--- config.mk ---
export PLATFORM = sky130hd
export DESIGN_NAME = systolic_feeder
export DESIGN_NICKNAME = d
export VERILOG_FILES = /design/src/rtl/systolic_feeder.sv
export SDC_FILE = /design/constraint.sdc
export NUM_CORES = 1
export LEC_CHECK = 0
export CAP_MARGIN = 30
export CORE_AREA = 8 8 251 253
export CTS_CLUSTER_DIAMETER = 120
export DETAILED_ROUTE_END_ITERATION = 10
export DIE_AREA = 0 0 259 261
export DONT_BUFFER_PORTS = 1
export HOLD_SLACK_MARGIN = 0.02
export MAX_ROUTING_LAYER = met4
export PLACE_DENSITY = 0.53
export SLEW_MARGIN = 20
export SYNTH_ARGS = -nofsm -noshare
export SYNTH_HDL_FRONTEND = slang
export SYNTH_SLANG_ARGS = --single-unit
--- constraint.sdc ---
create_clock -name clk -period 1.51 [get_ports clk]
set_input_delay 0.2265 -clock clk [delete_from_list [all_inputs] [get_ports clk]]
set_output_delay 0.2265 -clock clk [all_outputs]
set_load 0.1 [all_outputs]
--- src/rtl/systolic_feeder.sv ---
// Sequencer for a DIM x DIM output-stationary systolic matmul array: clears C,
// feeds skewed A/B k-steps, flushes the wavefront, then streams C out row by row.
module systolic_feeder #(
  parameter int BITS_AB = 8,
  parameter int BITS_C  = 16,
  parameter int DIM     = 8
) (
  input  logic                      clk,
  input  logic                      rst_n,
  input  logic                      start,
  output logic                      busy,
  output logic                      done,
  input  logic                      in_valid,
  output logic                      in_ready,
  input  logic [DIM*BITS_AB-1:0]    a_vec,
  input  logic [DIM*BITS_AB-1:0]    b_vec,
  output logic [DIM*BITS_AB-1:0]    arr_A,
  output logic [DIM*BITS_AB-1:0]    arr_B,
  output logic                      arr_en,
  output logic                      arr_WrEn,
  output logic [$clog2(DIM)-1:0]    arr_Crow,
  output logic [DIM*BITS_C-1:0]     arr_Cin,
  input  logic [DIM*BITS_C-1:0]     arr_Cout,
  output logic                      res_valid,
  input  logic                      res_ready,
  output logic [DIM*BITS_C-1:0]     res_row,
  output logic [$clog2(DIM)-1:0]    res_idx
);

  localparam int CW = $clog2(DIM);
  localparam int NW = $clog2(2 * DIM);
  localparam logic [CW-1:0] LAST_ROW   = CW'(DIM - 1);
  localparam logic [NW-1:0] LAST_K     = NW'(DIM - 1);
  localparam logic [NW-1:0] LAST_FLUSH = NW'(2 * DIM - 3);

  typedef enum logic [2:0] {
    S_IDLE,
    S_CLEAR,
    S_FEED,
    S_FLUSH,
    S_DRAIN,
    S_DONE
  } state_e;

  state_e              state_q, state_d;
  logic [NW-1:0]       cnt_q, cnt_d;
  logic                busy_q, busy_d;
  logic                done_q, done_d;
  logic                in_ready_q, in_ready_d;
  logic                flush_q, flush_d;
  logic                wr_en_q, wr_en_d;
  logic [CW-1:0]       crow_q, crow_d;
  logic                res_valid_q, res_valid_d;
  logic [DIM*BITS_C-1:0] res_row_q, res_row_d;
  logic [CW-1:0]       res_idx_q, res_idx_d;

  // Both ports use strict valid/ready: a word moves on any clock edge where
  // valid and ready are both high; the sender holds data stable until then.
  logic xfer;
  assign xfer     = in_ready_q & in_valid;
  assign arr_en   = xfer | flush_q;

  assign busy      = busy_q;
  assign done      = done_q;
  assign in_ready  = in_ready_q;
  assign arr_WrEn  = wr_en_q;
  assign arr_Crow  = crow_q;
  assign arr_Cin   = '0;
  assign res_valid = res_valid_q;
  assign res_row   = res_row_q;
  assign res_idx   = res_idx_q;

  always_comb begin
    state_d     = state_q;
    cnt_d       = cnt_q;
    busy_d      = busy_q;
    done_d      = done_q;
    in_ready_d  = in_ready_q;
    flush_d     = flush_q;
    wr_en_d     = wr_en_q;
    crow_d      = crow_q;
    res_valid_d = res_valid_q;
    res_row_d   = res_row_q;
    res_idx_d   = res_idx_q;
    case (state_q)
      S_IDLE: begin
        if (start) begin
          state_d = S_CLEAR;
          busy_d  = 1'b1;
          wr_en_d = 1'b1;
          crow_d  = '0;
        end
      end
      S_CLEAR: begin
        if (crow_q == LAST_ROW) begin
          state_d    = S_FEED;
          wr_en_d    = 1'b0;
          crow_d     = '0;
          cnt_d      = '0;
          in_ready_d = 1'b1;
        end else begin
          crow_d = crow_q + 1'b1;
        end
      end
      S_FEED: begin
        if (xfer) begin
          if (cnt_q == LAST_K) begin
            state_d    = S_FLUSH;
            in_ready_d = 1'b0;
            flush_d    = 1'b1;
            cnt_d      = '0;
          end else begin
            cnt_d = cnt_q + 1'b1;
          end
        end
      end
      S_FLUSH: begin
        // The far corner PE sees its last k-step on the final flush cycle.
        if (cnt_q == LAST_FLUSH) begin
          state_d = S_DRAIN;
          flush_d = 1'b0;
          cnt_d   = '0;
          crow_d  = '0;
        end else begin
          cnt_d = cnt_q + 1'b1;
        end
      end
      S_DRAIN: begin
        if (!res_valid_q) begin
          res_valid_d = 1'b1;
          res_row_d   = arr_Cout;
          res_idx_d   = crow_q;
        end else if (res_ready) begin
          res_valid_d = 1'b0;
          if (crow_q == LAST_ROW) begin
            state_d = S_DONE;
            done_d  = 1'b1;
            crow_d  = '0;
          end else begin
            crow_d = crow_q + 1'b1;
          end
        end
      end
      S_DONE: begin
        state_d = S_IDLE;
        done_d  = 1'b0;
        busy_d  = 1'b0;
      end
      default: state_d = S_IDLE;
    endcase
  end

  always_ff @(posedge clk) begin
    if (!rst_n) begin
      state_q     <= S_IDLE;
      cnt_q       <= '0;
      busy_q      <= 1'b0;
      done_q      <= 1'b0;
      in_ready_q  <= 1'b0;
      flush_q     <= 1'b0;
      wr_en_q     <= 1'b0;
      crow_q      <= '0;
      res_valid_q <= 1'b0;
      res_row_q   <= '0;
      res_idx_q   <= '0;
    end else begin
      state_q     <= state_d;
      cnt_q       <= cnt_d;
      busy_q      <= busy_d;
      done_q      <= done_d;
      in_ready_q  <= in_ready_d;
      flush_q     <= flush_d;
      wr_en_q     <= wr_en_d;
      crow_q      <= crow_d;
      res_valid_q <= res_valid_d;
      res_row_q   <= res_row_d;
      res_idx_q   <= res_idx_d;
    end
  end

  // Lane inputs are forced to zero outside transfers so flush pushes zeros.
  logic [BITS_AB-1:0] a_lane [DIM];
  logic [BITS_AB-1:0] b_lane [DIM];

  always_comb begin
    for (int i = 0; i < DIM; i++) begin
      a_lane[i] = xfer ? a_vec[i*BITS_AB +: BITS_AB] : '0;
      b_lane[i] = xfer ? b_vec[i*BITS_AB +: BITS_AB] : '0;
    end
  end

  assign arr_A[0 +: BITS_AB] = a_lane[0];
  assign arr_B[0 +: BITS_AB] = b_lane[0];

  for (genvar i = 1; i < DIM; i++) begin : g_lane
    logic [BITS_AB-1:0] a_sr_q [i];
    logic [BITS_AB-1:0] a_sr_d [i];
    logic [BITS_AB-1:0] b_sr_q [i];
    logic [BITS_AB-1:0] b_sr_d [i];

    always_comb begin
      a_sr_d = a_sr_q;
      b_sr_d = b_sr_q;
      if (arr_en) begin
        a_sr_d[0] = a_lane[i];
        b_sr_d[0] = b_lane[i];
        for (int d = 1; d < i; d++) begin
          a_sr_d[d] = a_sr_q[d-1];
          b_sr_d[d] = b_sr_q[d-1];
        end
      end
    end

    always_ff @(posedge clk) begin
      if (!rst_n) begin
        a_sr_q <= '{default: '0};
        b_sr_q <= '{default: '0};
      end else begin
        a_sr_q <= a_sr_d;
        b_sr_q <= b_sr_d;
      end
    end

    assign arr_A[i*BITS_AB +: BITS_AB] = a_sr_q[i-1];
    assign arr_B[i*BITS_AB +: BITS_AB] = b_sr_q[i-1];
  end

endmodule
==> results.toml <==
[placed_design]
dp_cells = 3599
io_buffers = 0
dpl-instance-area_um2 = 24800
hpwl_um = 46500
gp_congestion = 0.852

[route]
firstDrtPassIters = 5
drt_iter0_markers = 1498
vias_per_cell = 4.91
ant_nets = 0
wl_per_cell_um = 18.3
drc_errors = 0
totalWireLength_um = 73600
via_count = 19764

[logic_synthesis]
synthFlopType = "dfxtp_1"
syn_area_um2 = 22400
ys_seq_area_share_pct = 53.1
synth-edff-count = 0
avgSynthCellArea_um2 = 8.09
ys_ff_latch = 595
synth_cells = 2774
synth_async_sr_flop_share_pct = 0
synth.distinct_cells = 42
ys_warn_count = 0

[critical_path]
r2r-end = "res_row[111]"
path_max_fanout = 11
path_class = "reg2reg"
r2r.worst_path.cells = 7
worstPathArrival_ns = 2.24
ff2ff_setup_slack_ns = -0.22
setup.worst_path.end_class = "flop"
reg2reg_from = "state_q[2]"
crit_required_ns = 2.02
cp-start-kind = "flop"
crit_path_start = "state_q[2]"
crit_end = "res_row[111]"

[sta]
setup-tns-final_ns = -35.63
rsz0062_at_grt = "true"
setup_violations = 526
report.final.slew_viol_count = 0
finClkSkew_ns = 0.0389
period_needed_ns = 1.73
fin_ws_ns = -0.220
finalHoldViolCount = 0
fmax_ghz = 0.578
finalCritPeriodShare_pct = 115

[global_routing]
grt_pass1_vias = 18607
grt_max_degree = 77
grt_overflow = 0
antenna_found_initial = 14
grt_pass1_wl_um = 105000
grt.total_usage_pct = 19.7

[clock_tree]
clock_latency_ns = 0.60
clkTransAtPathRegs_ns = 0.06
cts_tree = "done"
cts.sinks = 595
clk_path_buf_depth = 3
htree_levels = 3
numCtsBuffers = 66
root_buffer = "clkbuf_16"

[floorplanning]
fp-row-count = 90
core_um2 = 59300
start_util_pct = 37.8
chipHeight_um = 261
die_w_um = 259
ioPinCount = 657
dieArea_um2 = 67600

[pwr]
peakVddDrop_mv = 0.989
powerDensity_nw_per_um2 = 1110
p_leak_uw = 0.0116

[job]
cap_violations = 0

[worst_hold_path]
hold_path.startpoint = "res_ready"
hp-class = "in2reg"

[layout]
stdcell_count = 4024
fin_nets = 3446
final_layout_size_suffix_gt1_share_pct = 22.2
final_cell_area_um2 = 31100
syn_to_final_growth_pct = 38.4
post-route-util_pct = 52.3

[status]
violations = "setup timing"
status = "finished with violations"
where the power goes:
part           switching [µW]  internal, µW  total [µW]
Sequential               11.3         15700       15700
Combinational            2000           608        2610
Clock                    6390          9810       16200
Total                    8400         26100       34500
layout by cell type (no fill, tap or decap), types with 7 or more instances in the layout:
cell / n
a21oi_1: 436
a21oi_2: 45
a22oi_1: 112
and3_4: 16
buf_12: 63
buf_4: 297
buf_6: 14
clkbuf_1: 10
clkbuf_16: 85
clkbuf_8: 16
clkinv_2: 9
conb_1: 128
dfxtp_1: 587
diode_2: 16
dlygate4sd3_1: 244
nand2_1: 819
nand2_2: 93
nand2_4: 27
nand3_1: 7
nor2_1: 123
worst max-delay path: stages, from the launching register on:
cell and delay, ns:
dfxtp_1 0.34, or3b_4 0.44, nor2_4 0.15, buf_12 0.15, buf_12 0.12, buf_16 0.14
nand2_1 0.07, a21oi_1 0.24
per-layer routing:
layer	track usage, %	up-vias	share of wire (%)
li1	-	9515	-
met1	24.3	9286	42
met2	29.9	799	45
met3	6.94	164	10
met4	6.69	0	3.0
met5	-	-	0
how the worst min path moves through the flow:
stage | end | cells after the start
finish | state_q[0] | 4
global route | state_q[0] | 4
CTS | flush_q | 4
detailed placement | res_row[106] | 2
global placement | res_row[13] | 2
floorplan | state_q[2] | 1
sequential cells by signal, indices dropped and copies added, names as in the netlist:
signal	cells
arr_Crow	3
busy	1
g_lane.b_sr_q	176
res_valid	1
arr_B	48
in_ready	1
done	1
g_lane.a_sr_q	176
res_idx	3
flush_q	1
state_q	3
res_row	128
cnt_q	4
arr_WrEn	1
arr_A	48
final cells by class:
cell class	instances	area, µm²
Inverter	6	37.5
Multi-Input combinational cell	1862	9020
Sequential cell	595	11900
Tap cell	782	978
Clock inverter	19	214
Timing Repair Buffer	649	6840
Clock buffer	95	1980
Fill cell	5281	28300
Antenna cell	16	40.0
cell usage after synthesis (2+ instances only):
cell type | number | area share [%]
nand4_1 | 2 | 0.056
nor3_1 | 4 | 0.089
o211ai_1 | 2 | 0.067
ha_1 | 5 | 0.28
buf_2 | 82 | 1.8
a2bb2oi_1 | 3 | 0.12
a21o_1 | 2 | 0.067
dfxtp_1 | 595 | 53
and3_1 | 16 | 0.45
nand3_1 | 7 | 0.16
nand2b_1 | 3 | 0.084
clkbuf_1 | 109 | 1.8
nor2_2 | 2 | 0.056
a22oi_1 | 112 | 3.7
buf_4 | 240 | 8.0
a211oi_1 | 2 | 0.067
nand2_1 | 939 | 16
or4_1 | 2 | 0.067
inv_1 | 5 | 0.084
a31oi_1 | 2 | 0.056
a21oi_1 | 481 | 11
and2_1 | 2 | 0.056
nor2_1 | 124 | 2.1
buf_6 | 10 | 0.50
o21ai_0 | 6 | 0.13
cells by family (layout without fill, tap and decap cells):
group	count (synthesis)	in the layout	synth area share (%)
buffers and inverters	447	769	12.3
adder cells (fa/ha/maj)	5	5	0.279
AND/OR/NAND/NOR	1109	1112	19.1
XOR/XNOR	1	1	0.0390
flip-flops	595	595	53.1
AO/OA/AOI/OAI	616	616	15.2
other	1	144	0.0167
through the flow:
stage               setup WS [ns]  power (µW)  hold slack [ns]
finish                     -0.220       34500           0.0806
global route               -0.267       35700           0.0992
CTS                        -0.260       34900           0.0325
detailed placement         -0.190       18000            0.369
global placement           -0.121       18000            0.367
floorplan                  -0.186       18100            0.348
what timing repair did:
| action | in CTS | in global routing |
|---|---|---|
| resized for setup | 34 | 154 |
| endpoints found under the hold margin | 273 | 0 |
| cloned | 6 | 29 |
| pin swaps | 3 | 35 |
| setup buffers | 5 | 11 |
| hold buffers | 244 | 0 |
| setup endpoints to repair | 633 | 657 |
(Power assumes the default switching activity.)
